File: src/rtl/shu_pkg.sv
// Shared definitions for the iterative shift unit: op codes, FSM states
// and the width of the remaining-shift counter.
package shu_pkg;

    localparam logic [2:0] OP_LSL = 3'd0;
    localparam logic [2:0] OP_LSR = 3'd1;
    localparam logic [2:0] OP_ASR = 3'd2;
    localparam logic [2:0] OP_ROR = 3'd3;
    localparam logic [2:0] OP_RRX = 3'd4;
    localparam logic [2:0] OP_LNK = 3'd7;

    typedef enum logic [1:0] {
        S_IDLE,
        S_SHIFT,
        S_DONE
    } state_e;

    // Counter must hold up to WIDTH+1.
    function automatic int shu_cnt_w(input int width);
        return $clog2(width + 2);
    endfunction

endpackage

File: src/rtl/shu_step.sv
// One combinational pass of the shifter: moves {c,w} by k bits (k <= STEP)
// using single-bit steps so every op shares one carry rule.
module shu_step
    import shu_pkg::*;
#(
    parameter int WIDTH = 16,
    parameter int STEP  = 1,
    parameter int CW    = 5
) (
    input  logic [2:0]       op,
    input  logic [WIDTH-1:0] w_i,
    input  logic             c_i,
    input  logic [CW-1:0]    k,
    output logic [WIDTH-1:0] w_o,
    output logic             c_o
);

    always_comb begin
        w_o = w_i;
        c_o = c_i;
        for (int i = 0; i < STEP; i++) begin
            if (CW'(i) < k) begin
                unique case (op)
                    OP_LSL: begin
                        c_o = w_o[WIDTH-1];
                        w_o = {w_o[WIDTH-2:0], 1'b0};
                    end
                    OP_LSR: begin
                        c_o = w_o[0];
                        w_o = {1'b0, w_o[WIDTH-1:1]};
                    end
                    OP_ASR: begin
                        c_o = w_o[0];
                        w_o = {w_o[WIDTH-1], w_o[WIDTH-1:1]};
                    end
                    OP_ROR: begin
                        w_o = {w_o[0], w_o[WIDTH-1:1]};
                        c_o = w_o[WIDTH-1];
                    end
                    // Carry sits above the MSB and rotates with the word.
                    OP_RRX: begin
                        {c_o, w_o} = {w_o[0], c_o, w_o[WIDTH-1:1]};
                    end
                    default: begin
                    end
                endcase
            end
        end
    end

endmodule

File: src/rtl/shu_iter.sv
// Multi-cycle shift unit: start/ready handshake, up to STEP bits per clock,
// registered result and NZCV flags presented with a one-cycle done pulse.
module shu_iter
    import shu_pkg::*;
#(
    parameter int WIDTH = 16,
    parameter int STEP  = 1,
    parameter int BW    = 8
) (
    input  logic             clk,
    input  logic             rst,
    input  logic             start,
    input  logic [2:0]       op,
    input  logic [WIDTH-1:0] a,
    input  logic [BW-1:0]    b,
    input  logic             cin,
    output logic             ready,
    output logic             done,
    output logic [WIDTH-1:0] s,
    output logic             C,
    output logic             N,
    output logic             Z,
    output logic             V
);

    localparam int CW = shu_cnt_w(WIDTH);

    state_e           state_q, state_d;
    logic [WIDTH-1:0] w_q, w_d;
    logic             c_q, c_d;
    logic [CW-1:0]    n_q, n_d;
    logic [2:0]       op_q, op_d;
    logic             amsb_q, amsb_d;
    logic [WIDTH-1:0] s_q, s_d;
    logic             cf_q, cf_d, nf_q, nf_d, zf_q, zf_d, vf_q, vf_d;

    logic [CW-1:0]    k;
    logic [CW-1:0]    n_acc;
    logic [WIDTH-1:0] w_step;
    logic             c_step;
    logic [WIDTH:0]   lnk_sum;
    logic             ld;
    logic [WIDTH-1:0] ld_s;
    logic             ld_c, ld_v;

    assign k       = (n_q > CW'(STEP)) ? CW'(STEP) : n_q;
    assign lnk_sum = {1'b0, a} + (WIDTH+1)'(2);

    shu_step #(
        .WIDTH (WIDTH),
        .STEP  (STEP),
        .CW    (CW)
    ) u_step (
        .op  (op_q),
        .w_i (w_q),
        .c_i (c_q),
        .k   (k),
        .w_o (w_step),
        .c_o (c_step)
    );

    // Effective shift count, clamped so no op iterates past a fixed result.
    always_comb begin
        n_acc = '0;
        unique case (op)
            OP_LSL, OP_LSR:
                n_acc = (int'(b) > WIDTH + 1) ? CW'(WIDTH + 1) : CW'(b);
            OP_ASR:
                n_acc = (int'(b) > WIDTH) ? CW'(WIDTH) : CW'(b);
            OP_ROR:
                n_acc = CW'(int'(b) % WIDTH);
            OP_RRX:
                n_acc = CW'(int'(b) % (WIDTH + 1));
            default:
                n_acc = '0;
        endcase
    end

    always_comb begin
        state_d = state_q;
        w_d     = w_q;
        c_d     = c_q;
        n_d     = n_q;
        op_d    = op_q;
        amsb_d  = amsb_q;
        ld      = 1'b0;
        ld_s    = w_step;
        ld_c    = c_step;
        ld_v    = amsb_q ^ w_step[WIDTH-1];
        unique case (state_q)
            S_SHIFT: begin
                w_d = w_step;
                c_d = c_step;
                n_d = n_q - k;
                if (n_q == k) begin
                    state_d = S_DONE;
                    ld      = 1'b1;
                end
            end
            default: begin
                state_d = S_IDLE;
                if (start) begin
                    op_d   = op;
                    w_d    = a;
                    c_d    = cin;
                    amsb_d = a[WIDTH-1];
                    n_d    = n_acc;
                    if (n_acc == '0) begin
                        state_d = S_DONE;
                        ld      = 1'b1;
                        unique case (op)
                            OP_LNK: begin
                                ld_s = lnk_sum[WIDTH-1:0];
                                ld_c = lnk_sum[WIDTH];
                                ld_v = ~a[WIDTH-1] & lnk_sum[WIDTH-1];
                            end
                            OP_LSL, OP_LSR, OP_ASR, OP_ROR, OP_RRX: begin
                                ld_s = a;
                                ld_c = cin;
                                ld_v = 1'b0;
                            end
                            default: begin
                                ld_s = '0;
                                ld_c = 1'b0;
                                ld_v = 1'b0;
                            end
                        endcase
                    end else begin
                        state_d = S_SHIFT;
                    end
                end
            end
        endcase
    end

    always_comb begin
        s_d  = s_q;
        cf_d = cf_q;
        nf_d = nf_q;
        zf_d = zf_q;
        vf_d = vf_q;
        if (ld) begin
            s_d  = ld_s;
            cf_d = ld_c;
            nf_d = ld_s[WIDTH-1];
            zf_d = (ld_s == '0);
            vf_d = ld_v;
        end
    end

    always_ff @(posedge clk or posedge rst) begin
        if (rst) begin
            state_q <= S_IDLE;
            w_q     <= '0;
            c_q     <= 1'b0;
            n_q     <= '0;
            op_q    <= '0;
            amsb_q  <= 1'b0;
            s_q     <= '0;
            cf_q    <= 1'b0;
            nf_q    <= 1'b0;
            zf_q    <= 1'b0;
            vf_q    <= 1'b0;
        end else begin
            state_q <= state_d;
            w_q     <= w_d;
            c_q     <= c_d;
            n_q     <= n_d;
            op_q    <= op_d;
            amsb_q  <= amsb_d;
            s_q     <= s_d;
            cf_q    <= cf_d;
            nf_q    <= nf_d;
            zf_q    <= zf_d;
            vf_q    <= vf_d;
        end
    end

    assign ready = (state_q != S_SHIFT);
    assign done  = (state_q == S_DONE);
    assign s     = s_q;
    assign C     = cf_q;
    assign N     = nf_q;
    assign Z     = zf_q;
    assign V     = vf_q;

endmodule

File: config.mk
export PLATFORM = sky130hd
export DESIGN_NAME = shu_iter
export DESIGN_NICKNAME = d
export VERILOG_FILES = /design/src/rtl/shu_pkg.sv /design/src/rtl/shu_step.sv /design/src/rtl/shu_iter.sv
export SDC_FILE = /design/constraint.sdc
export NUM_CORES = 1
export LEC_CHECK = 0
export CAP_MARGIN = 20
export CORE_MARGIN = 8
export CORE_UTILIZATION = 52
export CTS_CLUSTER_SIZE = 10
export DETAILED_ROUTE_END_ITERATION = 8
export HOLD_SLACK_MARGIN = 0.1
export PLACE_DENSITY = 0.75
export SYNTH_ARGS = -nofsm -noshare
export SYNTH_HDL_FRONTEND = slang
export SYNTH_SLANG_ARGS = --single-unit
export TNS_END_PERCENT = 50
File: constraint.sdc
create_clock -name clk -period 2.6 [get_ports clk]
set_input_delay 0.52 -clock clk [delete_from_list [all_inputs] [get_ports clk]]
set_output_delay 0.52 -clock clk [all_outputs]
set_load 0.02 [all_outputs]
Yosys cells after proc, flatten, opt, wreduce, memory -nomap -nowiden
Cells that the tools add are included.
{"block": "op_classes", "add_sub_neg": 2, "n_div": 1, "order_cmp": 4, "eq_ne": 14, "n_mux": 34, "n_bitwise": 4, "n_reduce_logical": 9}
{"cell": "two-way mux 16 bit", "count": 6}
{"cell": "case mux 16 bit (5 select lines)", "count": 1}
{"cell": "modulo 9 x 6 -> 32 bit (second input constant)", "count": 1}
{"cell": "case mux 16 bit (2 select lines)", "count": 1}
{"cell": "two-way mux 5 bit", "count": 5}
{"cell": "case mux 5 bit (4 select lines)", "count": 1}
{"cell": "adder 16 x 2 -> 17 bit (second input constant)", "count": 1}
{"cell": "greater-than comparator 8 x 5 -> 1 bit (second input constant)", "count": 2}
{"cell": "logical NOT 16 bit", "count": 1}
{"cell": "two-way mux 1 bit", "count": 14}
{"cell": "equality test 3 x 2 -> 1 bit (second input constant)", "count": 4}
{"cell": "equality test 3 bit (second input constant)", "count": 3}
{"cell": "two-way mux 2 bit", "count": 4}
{"cell": "equality test 3 x 1 -> 1 bit (second input constant)", "count": 2}
{"cell": "logical NOT 3 bit", "count": 2}
{"cell": "equality test 5 bit", "count": 1}
{"cell": "greater-than comparator 5 x 1 -> 1 bit (second input constant)", "count": 1}
{"cell": "logical NOT 5 bit", "count": 1}
{"cell": "< comparator 1 x 5 -> 1 bit (first input constant)", "count": 1}
{"cell": "OR reduction 5 bit", "count": 1}
{"cell": "subtractor 5 bit", "count": 1}
{"cell": "case mux 1 bit (2 select lines)", "count": 2}
{"cell": "OR reduction 4 bit", "count": 1}
{"cell": "equality test 2 x 1 -> 1 bit (second input constant)", "count": 1}
{"cell": "9 further kinds", "count": 10}
{"block": "word_totals", "register_bits": 48, "inputBits": 31, "output_inout_bits": 22, "wordCells": 79}

Depth between registers and ports, before layout
{"block": "logic_depth", "depth_word": 8, "ltp_mapped": 22, "mapped_depth_nobuf": 21}

By module
From an unflattened synthesis, not the netlist that was laid out.
{"block": "unflattened", "cells_unflattened": 540, "area_unflattened_um2": 4536.9}
{"module": "shu_iter", "n_inst": 1, "cells_per_inst": 452, "area_per_inst_um2": 3832.4, "seq_area_each_um2": 1176.1}
{"module": "shu_step", "n_inst": 1, "cells_per_inst": 88, "area_per_inst_um2": 704.4, "seq_area_each_um2": 0.0}

Worst setup path before layout
OpenSTA, ideal clock, no wires.
{"block": "synth_timing", "path_type": "in2reg", "from": "input b[6]", "to": "register s_q[6] (netlist: s[6])", "setup_time_ns": 0.128, "arrival_ns": 5.614, "required_time_ns": 2.472, "setup_slack_ns": -3.141, "cell_stages": 21, "n_path_buf": 0, "path_cell_list": "nor4_4 inv_2 ha_1 nand2b_1 a21oi_1 a31oi_2 ha_1 or4_1 or2_4 a21oi_1 xnor2_1 ha_1 inv_1 nor4_1 a2111oi_4 a31oi_1 nand3_1 a41o_1 nor4_4 nand2_2 mux2_1"}
{"block": "synth_via", "elab_chain_cells": 7, "elab_cells_between_ends": 13, "classes_between": "div: 1; order compare: 2; mux: 9; reduce/logical: 1"}
{"item": "start, declared", "line": "shu_iter.sv:15", "rtl": "input logic [BW-1:0] b,"}
{"item": "parallel branches: the longest is 2 deep, another holds modulo 9 x 6 -> 32 bit"}
{"item": "case mux 5 bit (4 select lines) *", "line": "shu_iter.sv:65", "rtl": "unique case (op)"}
{"item": "logical NOT 5 bit *", "line": "shu_iter.sv:108", "rtl": "if (n_acc == '0) begin"}
{"item": "two-way mux 16 bit or two-way mux 1 bit (tied branches)", "line": "shu_iter.sv:108"}
{"item": "two-way mux 16 bit or two-way mux 1 bit (tied branches)", "line": "shu_iter.sv:102", "rtl": "if (start) begin"}
{"item": "two-way mux 16 bit or two-way mux 1 bit (tied branches)", "line": "shu_iter.sv:90", "rtl": "unique case (state_q)"}
{"item": "end signal, assigned", "line": "shu_iter.sv:159", "rtl": "s_q <= '0;"}
{"item": "end signal, assigned", "line": "shu_iter.sv:171", "rtl": "s_q <= s_d;"}
{"item": "end, declared", "line": "shu_iter.sv:34", "rtl": "logic [WIDTH-1:0] s_q, s_d;"}
Mark *: on every way between the ends.
A chain may end at the register's enable or synchronous reset.

Final worst setup path
{"block": "layout_timing", "from": "input b[5]", "to": "register zf_q (netlist: Z)"}
{"block": "layout_via", "elab_chain_cells": 8, "elab_cells_between_ends": 14, "classes_between": "div: 1; order compare: 2; mux: 9; reduce/logical: 2"}
{"item": "parallel branches: the longest is 2 deep, another holds modulo 9 x 6 -> 32 bit"}
{"item": "case mux 5 bit (4 select lines) *", "line": "shu_iter.sv:65"}
{"item": "logical NOT 5 bit *", "line": "shu_iter.sv:108"}
{"item": "two-way mux 16 bit", "line": "shu_iter.sv:108"}
{"item": "two-way mux 16 bit", "line": "shu_iter.sv:102"}
{"item": "two-way mux 16 bit", "line": "shu_iter.sv:90"}
{"item": "logical NOT 16 bit", "line": "shu_iter.sv:146", "rtl": "zf_d = (ld_s == '0);"}
{"item": "end signal, assigned", "line": "shu_iter.sv:174", "rtl": "zf_q <= zf_d;"}
{"item": "end, declared", "line": "shu_iter.sv:35", "rtl": "logic cf_q, cf_d, nf_q, nf_d, zf_q, zf_d, vf_q, vf_d;"}
Marked as above.

==> impl_metrics.csv <==
group,metric,value,unit
run_status,status,"finished with violations",
run_status,violations,"negative setup slack",
yosys,synth_area_leader_cell,"dfrtp_1",
floorplanning,start_util,0.532,
global_routing,antenna_found_initial,0,
timing,slew_headroom,0.221,
clock_tree,htreeDepth,2,
timing,setup_viol,26,
finish,multi_input_area,3150,µm²
power_and_ir_drop,switching_share,0.455,
timing,max_freq,206,MHz
floorplanning,die_area,11500,µm²
yosys,syn_nets,610,
global_routing,gr-usage-all-layers,0.295,
floorplanning,dieHeight,107,µm
min_path,min_path_type,"in2async",
power_and_ir_drop,finalPower,5860,µW
drt,drt_pass1_iterations,5,
power_and_ir_drop,combPwrFrac,0.663,
global_routing,grt_max_degree,36,
timing,finalCritPeriodShare,1.87,
power_and_ir_drop,p_int,3190,µW
placement,post-dp-hpwl,12900,µm
worst_setup_path,cp.arrival,5070,ps
power_and_ir_drop,seq_power_share,0.238,
yosys,async_flop_share,1.00,
yosys,yosys-top-cells-area,"dfrtp_1 27%, a21oi_1 7.6%, o21ai_0 6.6%",
drt,drc,0,
yosys,netlist.area_leader.share,0.272,
global_routing,grt_pass1_vias,5469,
finish,fillCellCount,532,
timing,setup-tns-final,-55720,ps
timing,fin_skew,13.5,ps
global_routing,grt_pass1_wl,27500,µm
power_and_ir_drop,leakage,0.00292,µW
finish,nNetsFinal,819,
placement,routabilityCongestion,0.954,
finish,drive_gt1_frac,0.330,
timing,tightest_slew,1160,ps
yosys,netlist_area,4330,µm²
yosys,yosysUniqueCellTypes,75,
worst_setup_path,crit_fanout,6,
timing,hold_viol_final,0,
floorplanning,num_rows,33,
yosys,synth_edf_count,0,
finish,final_cell_area,6610,µm²
timing,slew_violations,0,
worst_setup_path,cp.required,2820,ps
finish,n_antenna_cell,0,
global_routing,grt-ovfl-total,0,
clock_tree,worstSkewPairLatency,310,ps
job,maxCapViolCount,0,
finish,seq_area,1180,µm²
timing,rsz0062_at_grt,"true",
finish,area_delta_synth_final,52.7,%
worst_setup_path,endpoint_kind,"register",
yosys,ys_seq_area_frac,0.272,
drt,ant_nets,0,
yosys,synth-seq-cells,47,
drt,wl_per_cell,19.7,µm
clock_tree,cts-buffers-inserted,5,
worst_setup_path,worst_setup_path_start_kind,"primary input",
placement,portBuffers,52,
yosys,syn_avg_cell_area,7.58,µm²
worst_setup_path,r2r_start,"op_q[0]",
power_and_ir_drop,clkPwrFrac,0.099,
clock_tree,clock_path_buffers,2,
timing,fin_ws,-2250,ps
yosys,yosys_warnings,0,
clock_tree,root_buffer,"clkbuf_8",
worst_setup_path,timing.rr.end,"Z",
yosys,synthFlopType,"dfrtp_1",
floorplanning,die-width,107,µm
drt,drt_wl_total,17400,µm
drt,via_per_inst,6.31,
clock_tree,cts_sinks,47,
power_and_ir_drop,power_density,887,nW/µm²
power_and_ir_drop,vdd_ir_drop_max,0.644,mV
timing,fin_crit,4850,ps
worst_setup_path,r2r_slack,-380,ps
floorplanning,core-area,8130,µm²
yosys,syn_inst,571,
drt,drtIter0Drc,481,
worst_setup_path,critPathKind,"in2reg",
clock_tree,clk_pin_slew,100,ps
floorplanning,top_level_ports,53,
worst_setup_path,worst_r2r_path_depth,11,
clock_tree,cts_tree,"yes",
placement,placed_area,6260,µm²
drt,route.vias.total,5589,
power_and_ir_drop,power_switching,2670,µW
sequential cells by signal (all words and copies together) (netlist names):
signal,cells
C,1
V,1
Z,1
amsb_q,1
c_q,1
n_q,5
op_q,3
s,16
state_q,2
w_q,16
timing repair:
action / 4_1_cts / 5_1_grt
gates cloned: 1 / 1
hold buffers: 0 / 0
setup endpoints to repair: 26 / 28
gates resized for setup: 36 / 17
setup buffers: 7 / 5
pin swaps: 26 / 21
per-stage QoR:
| stage | worst slack [ps] | hold WS, ps | instances | utilization |
|---|---|---|---|---|
| after floorplan | -2550 | 469 | 571 | - |
| after global placement | -2800 | 488 | 866 | 0.770 |
| after detailed placement | -2940 | 507 | 866 | 0.770 |
| after CTS | -2290 | 414 | 882 | 0.801 |
| after global routing | -2450 | 423 | 886 | 0.813 |
| final | -2250 | 407 | 886 | 0.813 |
metal layers:
layer | routed length (µm) | track usage
met5 | 0 | 0
met4 | 460 | 0.0915
met3 | 1750 | 0.0456
met2 | 8170 | 0.484
met1 | 7050 | 0.388
power by group through the flow:
stage / Clock (µW) / Sequential [µW] / Combinational, µW
2_1_floorplan: 0 / 1490 / 1830
3_3_place_gp: 0 / 1370 / 3470
3_5_place_dp: 0 / 1380 / 3590
4_1_cts: 578 / 1370 / 3690
5_1_grt: 617 / 1420 / 4160
6_report: 578 / 1400 / 3890
cell families after synthesis:
logic type               Yosys count  share of synthesized area
buffers and inverters             54                     0.0497
XOR/XNOR                           7                     0.0173
multiplexers                      23                     0.0543
AO/OA/AOI/OAI                    224                      0.339
AND/OR/NAND/NOR                  208                      0.245
adder cells (fa/ha/maj)            8                     0.0231
flip-flops                        47                      0.272
layout by cell type, fill, tap and decap left out, types with 15 or more instances in the layout:
| cell type | instances |
|---|---|
| clkdlybuf4s50_1 | 47 |
| a211oi_1 | 16 |
| a21oi_2 | 16 |
| nor3_1 | 15 |
| nor2_1 | 49 |
| a21oi_1 | 48 |
| o21ai_0 | 55 |
| dfrtp_1 | 47 |
| nor2b_1 | 20 |
| nand2_1 | 54 |
| mux2i_1 | 19 |
| buf_4 | 178 |
| nand3_1 | 17 |
worst max-delay path, cell delays in order:
cell,delay [ps]
buf_6,100
nor4_4,300
inv_2,90
ha_4,280
nand2b_4,140
o32a_1,220
a31oi_4,110
ha_4,170
or4_4,500
or2_4,280
a21oi_4,160
xnor2_2,110
ha_2,200
nor4_4,320
a2111oi_4,60
a31o_2,250
o211ai_1,220
a21oi_2,110
nor4_4,380
buf_6,180
buf_8,130
a21oi_2,50
a31oi_1,170
cell type report:
cell class | instances | area share
Clock inverter | 3 | 0.00700
Clock buffer | 5 | 0.0104
Timing Repair Buffer | 237 | 0.298
Sequential cell | 47 | 0.178
Inverter | 19 | 0.0108
Tap cell | 105 | 0.0199
Multi-Input combinational cell | 470 | 0.476
how the worst max path moves through the flow:
stage / from / end / slack [ps] / cells past startpoint
6_report: b[5] / Z / -2250 / 23
5_1_grt: b[5] / Z / -2450 / 23
4_1_cts: b[6] / s[4] / -2290 / 25
3_5_place_dp: b[3] / Z / -2940 / 24
3_3_place_gp: b[3] / s[6] / -2800 / 23
2_1_floorplan: b[3] / s[6] / -2550 / 20
synth_stat cells (4+ instances only):
cell type and count:
nor3_1 16, a21o_1 7, clkbuf_1 25, a31oi_1 8
nor2b_1 21, a211oi_1 17, nor2_1 49, a22oi_1 6
nand3_1 17, or2_2 4, o21ai_0 57, dfrtp_1 47
and3_1 11, nand2_1 54, ha_1 8, nand4_1 6
xnor2_1 4, o31ai_1 4, inv_1 17, buf_1 4
a221o_1 11, a2111oi_0 6, mux2i_1 19, buf_2 4
a21boi_0 4, and2_1 4, a21oi_1 66
(Power assumes the default switching activity.)
